$ cat config.mk
export PLATFORM = sky130hd
export DESIGN_NAME = alu_arb_ctrl_flat
export DESIGN_NICKNAME = d
export VERILOG_FILES = /design/src/rtl/alu_arb_ctrl_if.sv /design/src/rtl/alu_arb_ctrl.sv /design/src/flat_wrapper.sv
export SDC_FILE = /design/constraint.sdc
export NUM_CORES = 1
export LEC_CHECK = 0
export CORE_AREA = 2 2 108 110
export DETAILED_ROUTE_END_ITERATION = 12
export DIE_AREA = 0 0 110 112
export GPL_TIMING_DRIVEN = 1
export PLACE_DENSITY = 0.78
export SYNTH_ARGS = -nofsm -noshare
export SYNTH_HDL_FRONTEND = slang
export SYNTH_SLANG_ARGS = --single-unit
$ cat constraint.sdc
create_clock -name clk -period 7 [get_ports clk]
set_clock_uncertainty 0.2 [all_clocks]
set_input_delay 0.7 -clock clk [delete_from_list [all_inputs] [get_ports clk]]
set_output_delay 0.7 -clock clk [all_outputs]
set_load 0.02 [all_outputs]
$ cat src/rtl/alu_arb_ctrl_if.sv
// Bundle of the requester handshake and shared-ALU signals around alu_arb_ctrl.
// The slave modport is the arbiter side; the master modport is the requesters plus the ALU.
interface alu_arb_ctrl_if #(
    parameter int DATA_W = 32,
    parameter int OP_W   = 4
);
    logic [1:0]          req_valid;
    logic [1:0]          req_ready;
    logic [2*DATA_W-1:0] req_a;
    logic [2*DATA_W-1:0] req_b;
    logic [2*OP_W-1:0]   req_op;
    logic [1:0]          rsp_valid;
    logic [1:0]          rsp_ready;
    logic [DATA_W-1:0]   rsp_result;
    logic                rsp_zero;
    logic                rsp_err;
    logic [DATA_W-1:0]   alu_a;
    logic [DATA_W-1:0]   alu_b;
    logic [OP_W-1:0]     alu_op;
    logic [DATA_W-1:0]   alu_result;
    logic                alu_zero;

    modport slave (
        input  req_valid, req_a, req_b, req_op, rsp_ready, alu_result, alu_zero,
        output req_ready, rsp_valid, rsp_result, rsp_zero, rsp_err, alu_a, alu_b, alu_op
    );

    modport master (
        output req_valid, req_a, req_b, req_op, rsp_ready, alu_result, alu_zero,
        input  req_ready, rsp_valid, rsp_result, rsp_zero, rsp_err, alu_a, alu_b, alu_op
    );
endinterface

$ cat src/rtl/alu_arb_ctrl.sv
// Round-robin arbiter sharing one registered-latency ALU between two requesters.
// Optional macro ALU_ARB_OPCHK_EN: opcodes above 4'b1000 are squashed and flagged via rsp_err.
module alu_arb_ctrl #(
    parameter int DATA_W = 32,
    parameter int OP_W   = 4
) (
    input  logic           clk,
    input  logic           reset,
    alu_arb_ctrl_if.slave  bus,
    output logic           busy
);

    localparam logic [1:0] IDLE = 2'd0;
    localparam logic [1:0] EXEC = 2'd1;
    localparam logic [1:0] RESP = 2'd2;

    logic [1:0]        state_q, state_d;
    logic              last_q;
    logic              id_q;
    logic              err_q;
    logic [DATA_W-1:0] alu_a_q, alu_b_q;
    logic [OP_W-1:0]   alu_op_q;

    logic              handshake;
    logic              grant_id;
    logic [DATA_W-1:0] sel_a, sel_b;
    logic [OP_W-1:0]   sel_op;
    logic              op_bad;
    logic              in_resp;

    // Grant only in IDLE; on contention the requester not served last wins.
    always_comb begin
        handshake = 1'b0;
        grant_id  = 1'b0;
        if (state_q == IDLE) begin
            case (bus.req_valid)
                2'b01: begin
                    handshake = 1'b1;
                    grant_id  = 1'b0;
                end
                2'b10: begin
                    handshake = 1'b1;
                    grant_id  = 1'b1;
                end
                2'b11: begin
                    handshake = 1'b1;
                    grant_id  = ~last_q;
                end
                default: ;
            endcase
        end
    end

    assign bus.req_ready = handshake ? (grant_id ? 2'b10 : 2'b01) : 2'b00;

    assign sel_a  = grant_id ? bus.req_a[2*DATA_W-1:DATA_W] : bus.req_a[DATA_W-1:0];
    assign sel_b  = grant_id ? bus.req_b[2*DATA_W-1:DATA_W] : bus.req_b[DATA_W-1:0];
    assign sel_op = grant_id ? bus.req_op[2*OP_W-1:OP_W]    : bus.req_op[OP_W-1:0];

`ifdef ALU_ARB_OPCHK_EN
    assign op_bad = (sel_op > OP_W'(8));
`else
    assign op_bad = 1'b0;
`endif

    always_comb begin
        state_d = state_q;
        case (state_q)
            IDLE:    if (handshake) state_d = EXEC;
            EXEC:    state_d = RESP;
            RESP:    if (bus.rsp_ready[id_q]) state_d = IDLE;
            default: state_d = IDLE;
        endcase
    end

    always_ff @(posedge clk or posedge reset) begin
        if (reset) begin
            state_q  <= IDLE;
            last_q   <= 1'b1;
            id_q     <= 1'b0;
            err_q    <= 1'b0;
            alu_a_q  <= '0;
            alu_b_q  <= '0;
            alu_op_q <= '0;
        end else begin
            state_q <= state_d;
            // ALU drive stays frozen until the next handshake so the result holds under backpressure.
            if (handshake) begin
                id_q     <= grant_id;
                last_q   <= grant_id;
                err_q    <= op_bad;
                alu_a_q  <= op_bad ? '0 : sel_a;
                alu_b_q  <= op_bad ? '0 : sel_b;
                alu_op_q <= op_bad ? '0 : sel_op;
            end
        end
    end

    assign in_resp = (state_q == RESP);
    assign busy    = (state_q != IDLE);

    assign bus.alu_a      = alu_a_q;
    assign bus.alu_b      = alu_b_q;
    assign bus.alu_op     = alu_op_q;
    assign bus.rsp_valid  = in_resp ? (id_q ? 2'b10 : 2'b01) : 2'b00;
    assign bus.rsp_result = (in_resp && !err_q) ? bus.alu_result : '0;
    assign bus.rsp_zero   = in_resp && !err_q && bus.alu_zero;
    assign bus.rsp_err    = in_resp && err_q;

endmodule
$ cat src/flat_wrapper.sv
// flat-port wrapper written by rule: the top's interface ports become plain ports
module alu_arb_ctrl_flat 
#(
    parameter int DATA_W = 32,
    parameter int OP_W   = 4
)
  (clk, reset, busy, bus_req_valid, bus_req_a, bus_req_b, bus_req_op, bus_rsp_ready, bus_alu_result, bus_alu_zero, bus_req_ready, bus_rsp_valid, bus_rsp_result, bus_rsp_zero, bus_rsp_err, bus_alu_a, bus_alu_b, bus_alu_op);
  alu_arb_ctrl_if #(.DATA_W(DATA_W), .OP_W(OP_W)) bus_i ();
  input  logic clk;
  input  logic reset;
  output logic busy;
  input wire logic [$bits(bus_i.req_valid)-1:0] bus_req_valid;
  input wire logic [$bits(bus_i.req_a)-1:0] bus_req_a;
  input wire logic [$bits(bus_i.req_b)-1:0] bus_req_b;
  input wire logic [$bits(bus_i.req_op)-1:0] bus_req_op;
  input wire logic [$bits(bus_i.rsp_ready)-1:0] bus_rsp_ready;
  input wire logic [$bits(bus_i.alu_result)-1:0] bus_alu_result;
  input wire logic [$bits(bus_i.alu_zero)-1:0] bus_alu_zero;
  output wire logic [$bits(bus_i.req_ready)-1:0] bus_req_ready;
  output wire logic [$bits(bus_i.rsp_valid)-1:0] bus_rsp_valid;
  output wire logic [$bits(bus_i.rsp_result)-1:0] bus_rsp_result;
  output wire logic [$bits(bus_i.rsp_zero)-1:0] bus_rsp_zero;
  output wire logic [$bits(bus_i.rsp_err)-1:0] bus_rsp_err;
  output wire logic [$bits(bus_i.alu_a)-1:0] bus_alu_a;
  output wire logic [$bits(bus_i.alu_b)-1:0] bus_alu_b;
  output wire logic [$bits(bus_i.alu_op)-1:0] bus_alu_op;
  assign bus_i.req_valid = bus_req_valid;
  assign bus_i.req_a = bus_req_a;
  assign bus_i.req_b = bus_req_b;
  assign bus_i.req_op = bus_req_op;
  assign bus_i.rsp_ready = bus_rsp_ready;
  assign bus_i.alu_result = bus_alu_result;
  assign bus_i.alu_zero = bus_alu_zero;
  assign bus_req_ready = bus_i.req_ready;
  assign bus_rsp_valid = bus_i.rsp_valid;
  assign bus_rsp_result = bus_i.rsp_result;
  assign bus_rsp_zero = bus_i.rsp_zero;
  assign bus_rsp_err = bus_i.rsp_err;
  assign bus_alu_a = bus_i.alu_a;
  assign bus_alu_b = bus_i.alu_b;
  assign bus_alu_op = bus_i.alu_op;
  alu_arb_ctrl #(.DATA_W(DATA_W), .OP_W(OP_W)) u_core (.clk(clk), .reset(reset), .bus(bus_i), .busy(busy));
endmodule
==> metrics <==
Power Density=421 nW/um^2; drt initial violations=242; largest net degree at the start of global routing=between 70 and 80; post-synth top area share=50.8%; Synth area leaders=dfrtp_1, a221o_1, o21a_1, and2_1, buf_2; CP arrival=2790 ps; die area=12300 sq um; Clock Latency Late Sink=320 ps; vias per cell=around 5.1; setup bufs post-CTS=0; unrepaired setup endpoints after global routing=false; fmax=~0.27 GHz; mean post-synth cell area=11.9 sq um; Mapped Area=between 3000 and 4000 sq um; Final TNS setup=0 ps; Reg clk slew, reported paths=50 ps; GRT overflow=0; Slew Limit Headroom=38.8%; drt wl/cell=18.4 um; FP Rows=39; Power, Total=around 2800 uW; 1st-pass router iterations=4; Final nets=732; register area share after synthesis=51.6%; Post-Place Cell Area=6340 sq um; Final setup viols=0; clk sinks=72; CP Max Fanout=69; number of port buffers=280; most frequent cells after synthesis=dfrtp_1, a221o_1, o21a_1; Die Span Y=around 110 um; Finished Cell Area=6630 sq um; number of synthesized flops with an enable pin=0; HPWL Detailed=9080 um; Startpoint Class=input port; # H-tree levels=3; cts hold-fix bufs=0; first-pass GRT wire length=around 20000 um; Max-cap violations=0; FILL cells=981; total core area=11200 sq um; DRC Markers=0; final wirelength=around 13000 um; Yosys Warn Count=0; storage element area=1800 sq um; Detail Route Antenna Nets=0; I/O pins=approximately 280; CTS buffer count=9; die width=about 110 um; net count after synthesis=470; via count=3614; total track usage=between 20 and 25%; Layout area overhead=89.6%; Root Buffer Master=clkbuf_16; layout cells sized above 1=under 10%; RD Place Congestion=0.741; Seq cells post-synth=72; initial antenna violation count=0; CP Capture Type=output pin; area occupied by multi-input gates=about 1500 sq um; Post-CTS Resized=0; Req. time, crit path=between 6000 and 7000 ps; Crit Path Class=input port to output pin; Worst-Margin Slew=~920 ps; Yosys cell types=22; post-synth top area cell=dfrtp_1; clk buf depth=2; n_diodes=0; Post-synth ARST share=100%; VDD IR max=251 uV; count leader, synth=dfrtp_1; Cells after Synth=just under 300; Hold Fails Final Rpt=0; ys flop type=dfrtp_1; Initial Utilization=a little under a third; Hold Crit Class=register to register; Tcrit/Tclk final=52.7%; Slew Limit Fails=0; min Tclk post-route=3690 ps; TritonCTS clock tree=built; vias in the first global route=3807; status=finished, final reports clean; leakage=0.00268 uW
## layer usage
metal	track usage [%]	vias up	wire length, um
li1	-	1662	-
met1	21.9	1743	4640
met2	37.7	186	6750
met3	6.85	23	1290
met4	6.92	0	303
met5	0	-	0
## sequential cells by signal, summed over array words and instances, names as in the netlist
signal	cells
u_core.bus.alu_a	32
u_core.bus.alu_b	32
u_core.bus.alu_op	4
u_core.state_q	2
u_core.id_q	1
u_core.last_q	1
## path summary, 6_finish.rpt
check / slack [ps] / cells after the start / start / to
max: 3310 / 3 / bus_req_valid[0] / bus_req_ready[0]
min: 320 / 1 / u_core.last_q / u_core.last_q
max reg2reg: 4980 / 4 / u_core.state_q[0] / u_core.bus.alu_b[21]
min reg2reg: 320 / 1 / u_core.last_q / u_core.last_q
max in group asynchronous: 5220 / 3 / reset / u_core.state_q[0]
min in group asynchronous: 780 / 3 / reset / u_core.bus.alu_b[1]
## cell families (layout without fill, tap and decap cells)
| logic type | after synthesis | in the layout | share of synthesized area [%] |
|---|---|---|---|
| AOI/OAI and AO/OA | 140 | 140 | 34.8 |
| buffers and inverters | 38 | 304 | 5.65 |
| DFF | 72 | 72 | 51.6 |
| muxes | 1 | 1 | 0.286 |
| other | 1 | 1 | 0.107 |
| and+or+nand+nor | 43 | 43 | 7.62 |
## cell type report
| type | count | area share [%] |
|---|---|---|
| Multi-Input combinational cell | 185 | 22.7 |
| Tap cell | 143 | 2.70 |
| Inverter | 4 | 0.227 |
| Sequential cell | 72 | 27.2 |
| Clock inverter | 6 | 0.925 |
| Timing Repair Buffer | 285 | 42.8 |
| Clock buffer | 9 | 3.40 |
## critical path: stages
cell	delay, ps
clkdlybuf4s50_1	590
and3_4	750
clkdlybuf4s50_1	740
## per-stage QoR
stage | cells | utilization (%) | worst slack (ps) | hold slack [ps]
finish | 704 | 59.3 | 3310 | 317
global route | 704 | 59.3 | 3220 | 337
CTS | 704 | 59.3 | 3270 | 318
detailed placement | 689 | 56.8 | 3290 | 309
global placement | 689 | 56.8 | 3340 | 282
floorplan | 295 | - | 4280 | 260
## cell usage in the layout (no fill, tap or decap), types with 3 or more instances in the layout
master	n
a221o_1	68
clkdlybuf4s50_1	280
clkinv_2	3
and2_1	34
o21a_1	68
dfrtp_1	71
clkbuf_16	9
buf_4	5
## where the power goes
group / total (uW) / leakage, uW / switching, uW / internal [uW]
logic: 1610 / 0.00165 / 779 / 830
registers: 739 / 0.000887 / 116 / 623
clock network: 442 / 0.000141 / 169 / 272
total: 2790 / 0.00268 / 1060 / 1730
Note: power is estimated with default switching activity, not from simulation.
==> patch 1 (config.mk and constraints unchanged) <==
`OP_W` is set to 4 in 3 places; all go to 5.
--- a/src/rtl/alu_arb_ctrl_if.sv
+++ b/src/rtl/alu_arb_ctrl_if.sv
@@ -2,7 +2,7 @@
 // The slave modport is the arbiter side; the master modport is the requesters plus the ALU.
 interface alu_arb_ctrl_if #(
     parameter int DATA_W = 32,
-    parameter int OP_W   = 4
+    parameter int OP_W   = 5
 );
     logic [1:0]          req_valid;
     logic [1:0]          req_ready;
--- a/src/rtl/alu_arb_ctrl.sv
+++ b/src/rtl/alu_arb_ctrl.sv
@@ -2,7 +2,7 @@
 // Optional macro ALU_ARB_OPCHK_EN: opcodes above 4'b1000 are squashed and flagged via rsp_err.
 module alu_arb_ctrl #(
     parameter int DATA_W = 32,
-    parameter int OP_W   = 4
+    parameter int OP_W   = 5
 ) (
     input  logic           clk,
     input  logic           reset,
--- a/src/flat_wrapper.sv
+++ b/src/flat_wrapper.sv
@@ -2,7 +2,7 @@
 module alu_arb_ctrl_flat 
 #(
     parameter int DATA_W = 32,
-    parameter int OP_W   = 4
+    parameter int OP_W   = 5
 )
   (clk, reset, busy, bus_req_valid, bus_req_a, bus_req_b, bus_req_op, bus_rsp_ready, bus_alu_result, bus_alu_zero, bus_req_ready, bus_rsp_valid, bus_rsp_result, bus_rsp_zero, bus_rsp_err, bus_alu_a, bus_alu_b, bus_alu_op);
   alu_arb_ctrl_if #(.DATA_W(DATA_W), .OP_W(OP_W)) bus_i ();
Interface: changed (resized bus_alu_op and bus_req_op); port bits go from 282 to 285. No check against the original RTL was run, so the function may have changed too.
==> patch 1 against the unedited design <==
Cell count increased by 1.1%; global-route usage increased by 0.74 points; worst hold slack worse by 0.018 ns; cell area up 1.2%; synthesized area rose by 1.8%; total power rose by 1.6%; sequential cell count up 1; synthesized cell count is 1.0% higher; wire length increased by 4.2%; setup slack improved by 0.58 ns; largest cell class unchanged.
==> patch 1: results <==
cells_and_area:
  stdcell_area_mm2: 0.00671
  finalNetCount: 741
  final_cells: 712
  multi_input_cells: 187
  drive_above_1_share_pct: 4.57
  buffers_excl_clock: 289
yosys:
  syn_nets: 475
  yosys-top-cells-area: "dfrtp_1 (51%), a221o_1 (19%), o21a_1 (15%)"
critical_path:
  rr_endpoint: "u_core.bus.alu_b[7]$_DFFE_PP0P_"
  arrival_ns: 2.21
  endpoint: "bus_req_ready[1]"
  critPathLaunch: "bus_req_valid[1]"
  slowest_stage: "clkdlybuf4s50_1"
  critical-path-max-stage-delay_ns: 0.63
  crit_fanout: 4
power_and_ir_drop:
  power_mw: 2.83
  p_int_mw: 1.76
  irDropWorstVdd_v: 0.000217
  seq_power_mw: 0.747
min_path:
  hp-start: "u_core.state_q[1]$_DFFE_PP0P_"
clocking:
  numClockSinks: 73
outcome:
  run_status: "completed"
detailed_routing:
  drt-initial-drc-count: 153
  routed_wl_mm: 13.5
place:
  dp_hpwl_mm: 9.45
  dp.cells: 696
  globalplace.congestion: 0.808
global_route:
  track_usage_pct: 21.4
  grt_pass1_wl_mm: 20.2
sta:
  worst_slew_pin_slew_ns: 0.967
  worst_slack_ns: 3.89
-- patch 1: cell types whose count changed after synthesis --
| cell | before | now |
|---|---|---|
| a221o_1 | 68 | 69 |
| and3_1 | 1 | 2 |
| and3_4 | 1 | 0 |
| buf_2 | 17 | 9 |
| buf_4 | 1 | 2 |
| buf_6 | 4 | 8 |
| clkbuf_1 | 12 | 15 |
| dfrtp_1 | 71 | 72 |
| o21a_1 | 68 | 69 |
-- patch 1: layer usage --
layer	vias up	part of all wire [%]	track usage, %
met1	1780	37	24.0
li1	1686	-	-
met2	192	52	37.3
met3	30	8.4	5.39
met5	-	0	0
met4	0	3.1	10.1
-- patch 1: cells by family after synthesis --
group	after synthesis	synth area share (%)
flops	73	51.4
simple gates	43	7.35
compound gates	142	34.7
buf+inv	38	6.22
other cells	1	0.105
mux	1	0.281
-- patch 1: worst reg2reg max path, stage by stage (launching register included) --
cell	delay (ns)
dfrtp_1	0.40
nor2_2	0.19
and3_2	0.23
buf_4	0.59
a221o_1	0.38
==> patch 2 (config.mk and constraints unchanged) <==
Made on the original files. Make the reset (`reset`) synchronous in one clocked block.
--- a/src/rtl/alu_arb_ctrl.sv
+++ b/src/rtl/alu_arb_ctrl.sv
@@ -73,7 +73,7 @@
         endcase
     end
 
-    always_ff @(posedge clk or posedge reset) begin
+    always_ff @(posedge clk) begin
         if (reset) begin
             state_q  <= IDLE;
             last_q   <= 1'b1;
Check against the original RTL: differs if reset is asserted again (counterexample within 4 cycles, from zero or initial values and one cycle with reset high); with reset held inactive, the same outputs for 10 cycles.
==> patch 2 against the unedited design <==
Cell area is 0.19% lower; register-to-register slack worse by 0.33 ns; setup slack worse by 0.23 ns; synthesized area is 0.72% lower; global-route usage is 3.7 points higher; sequential cell count stayed put; synthesized cell count is 54% higher; wire length is 20% higher; die area stayed put; critical endpoint is now bus_req_ready[1].
Power is not compared: it rests on default switching activity, and its combinational part moved more than twofold at a synthesized area within 25%.
==> patch 2: results <==
place:
  dpl_cell_area_mm2: 0.00629
  dp.cells: 830
  dp_hpwl_mm: 10.5
  globalplace.congestion: 0.806
global_route:
  grt_pass1_wl_mm: 23.4
  track_usage_pct: 24.4
  antenna_found_initial: 1
  grt_pass1_vias: 4501
yosys:
  seq_area_frac_synth_pct: 41.5
  synth_common_cells: "nand3_1 (136), dfxtp_1 (72), a31oi_1 (68)"
  synthArstFlopShare_pct: 0
  synth.distinct_cells: 25
  yosys-top-cells-area: "dfxtp_1 (42%), nand3_1 (20%), a31oi_1 (12%)"
  syn_area_per_cell_um2: 7.65
  syn_nets: 629
  synth_edf_count: 0
detailed_routing:
  num_vias: 4649
  wl_per_cell_um: 18.3
  drt-initial-drc-count: 407
  firstDrtPassIters: 5
  routed_wl_mm: 15.5
cells_and_area:
  seq_cells: 72
  multi_input_area_mm2: 0.00181
  inv_count: 2
  area_share_clock_buf_inv_pct: 4.86
  regArea_mm2: 0.00144
  buffers_excl_clock: 288
  nonClkBufAreaFrac_pct: 43.2
  multi_input_cells: 325
  fill_cells: 976
  antennaDiodeCount: 1
  nClkBuffers: 11
  finalNetCount: 873
  drive_above_1_share_pct: 4.27
critical_path:
  critical-path-max-stage-delay_ns: 0.60
  slowest_stage: "clkdlybuf4s50_1"
  arrival_ns: 3.02
clocking:
  cts_setup_buffers: 0
  cts-root-buf: "clkbuf_16"
  cts_made_buffers: 9
sta:
  slew_headroom_pct: 46.5
outcome:
  run_status: "completed"
## patch 2: changes by cell type after synthesis, moves of 13 or more
cell | unedited run | this run
nand3_1 | 0 | 136
dfxtp_1 | 0 | 72
dfrtp_1 | 71 | 0
a221o_1 | 68 | 0
a31oi_1 | 0 | 68
o21a_1 | 68 | 0
o21ai_0 | 2 | 57
clkbuf_1 | 12 | 40
o21ai_1 | 0 | 13
## patch 2: worst min-delay path, stage by stage, from the launching register on
cell and delay (ns):
dfxtp_1 0.31, o21ai_0 0.06, a31oi_1 0.08
## patch 2: kinds of logic (layout without fill, tap and decap cells)
| group | after synthesis | after routing | synth area share [%] |
|---|---|---|---|
| flops | 72 | 72 | 41.5 |
| mux | 1 | 1 | 0.288 |
| other cells | 1 | 2 | 0.108 |
| compound gates | 141 | 141 | 23.0 |
| buf+inv | 57 | 306 | 7.28 |
| simple gates | 182 | 182 | 27.9 |
## patch 2: worst paths after layout
kind | startpoint | end | slack [ns] | cells after the start
worst max register to register | u_core.state_q[1]$_SDFFE_PP0P_ | u_core.bus.alu_a[4]$_SDFFE_PP0P_ | 4.65 | 6
worst min register to register | u_core.bus.alu_a[0]$_SDFFE_PP0P_ | u_core.bus.alu_a[0]$_SDFFE_PP0P_ | 0.30 | 2
worst max-delay path | bus_req_valid[1] | bus_req_ready[1] | 3.08 | 6
worst min-delay path | u_core.bus.alu_a[0]$_SDFFE_PP0P_ | u_core.bus.alu_a[0]$_SDFFE_PP0P_ | 0.30 | 2
## patch 2: routing by layer
metal / vias up / global-route usage (%) / wire (µm)
li1: 2153 / - / -
met1: 2131 / 27.1 / 5630
met2: 314 / 39.6 / 7380
met3: 51 / 9.19 / 1860
met4: 0 / 13.7 / 675
met5: - / 0 / 0
## patch 2: stage by stage
step	util (%)	setup slack [ns]	power (mW)	hold WS, ns
6_report	59.2	3.08	1.40	0.299
5_1_grt	59.2	2.94	1.46	0.317
4_1_cts	59.2	3.09	1.41	0.299
3_5_place_dp	56.3	3.10	0.908	0.286
3_3_place_gp	56.3	3.13	0.903	0.285
2_1_floorplan	-	4.59	0.676	0.288
## patch 2: power by group through the flow
stage | clock network, mW | logic [mW] | registers [mW]
2_1_floorplan | 0 | 0.152 | 0.524
3_3_place_gp | 0 | 0.424 | 0.479
3_5_place_dp | 0 | 0.427 | 0.481
4_1_cts | 0.505 | 0.430 | 0.473
5_1_grt | 0.522 | 0.458 | 0.477
6_report | 0.494 | 0.431 | 0.473
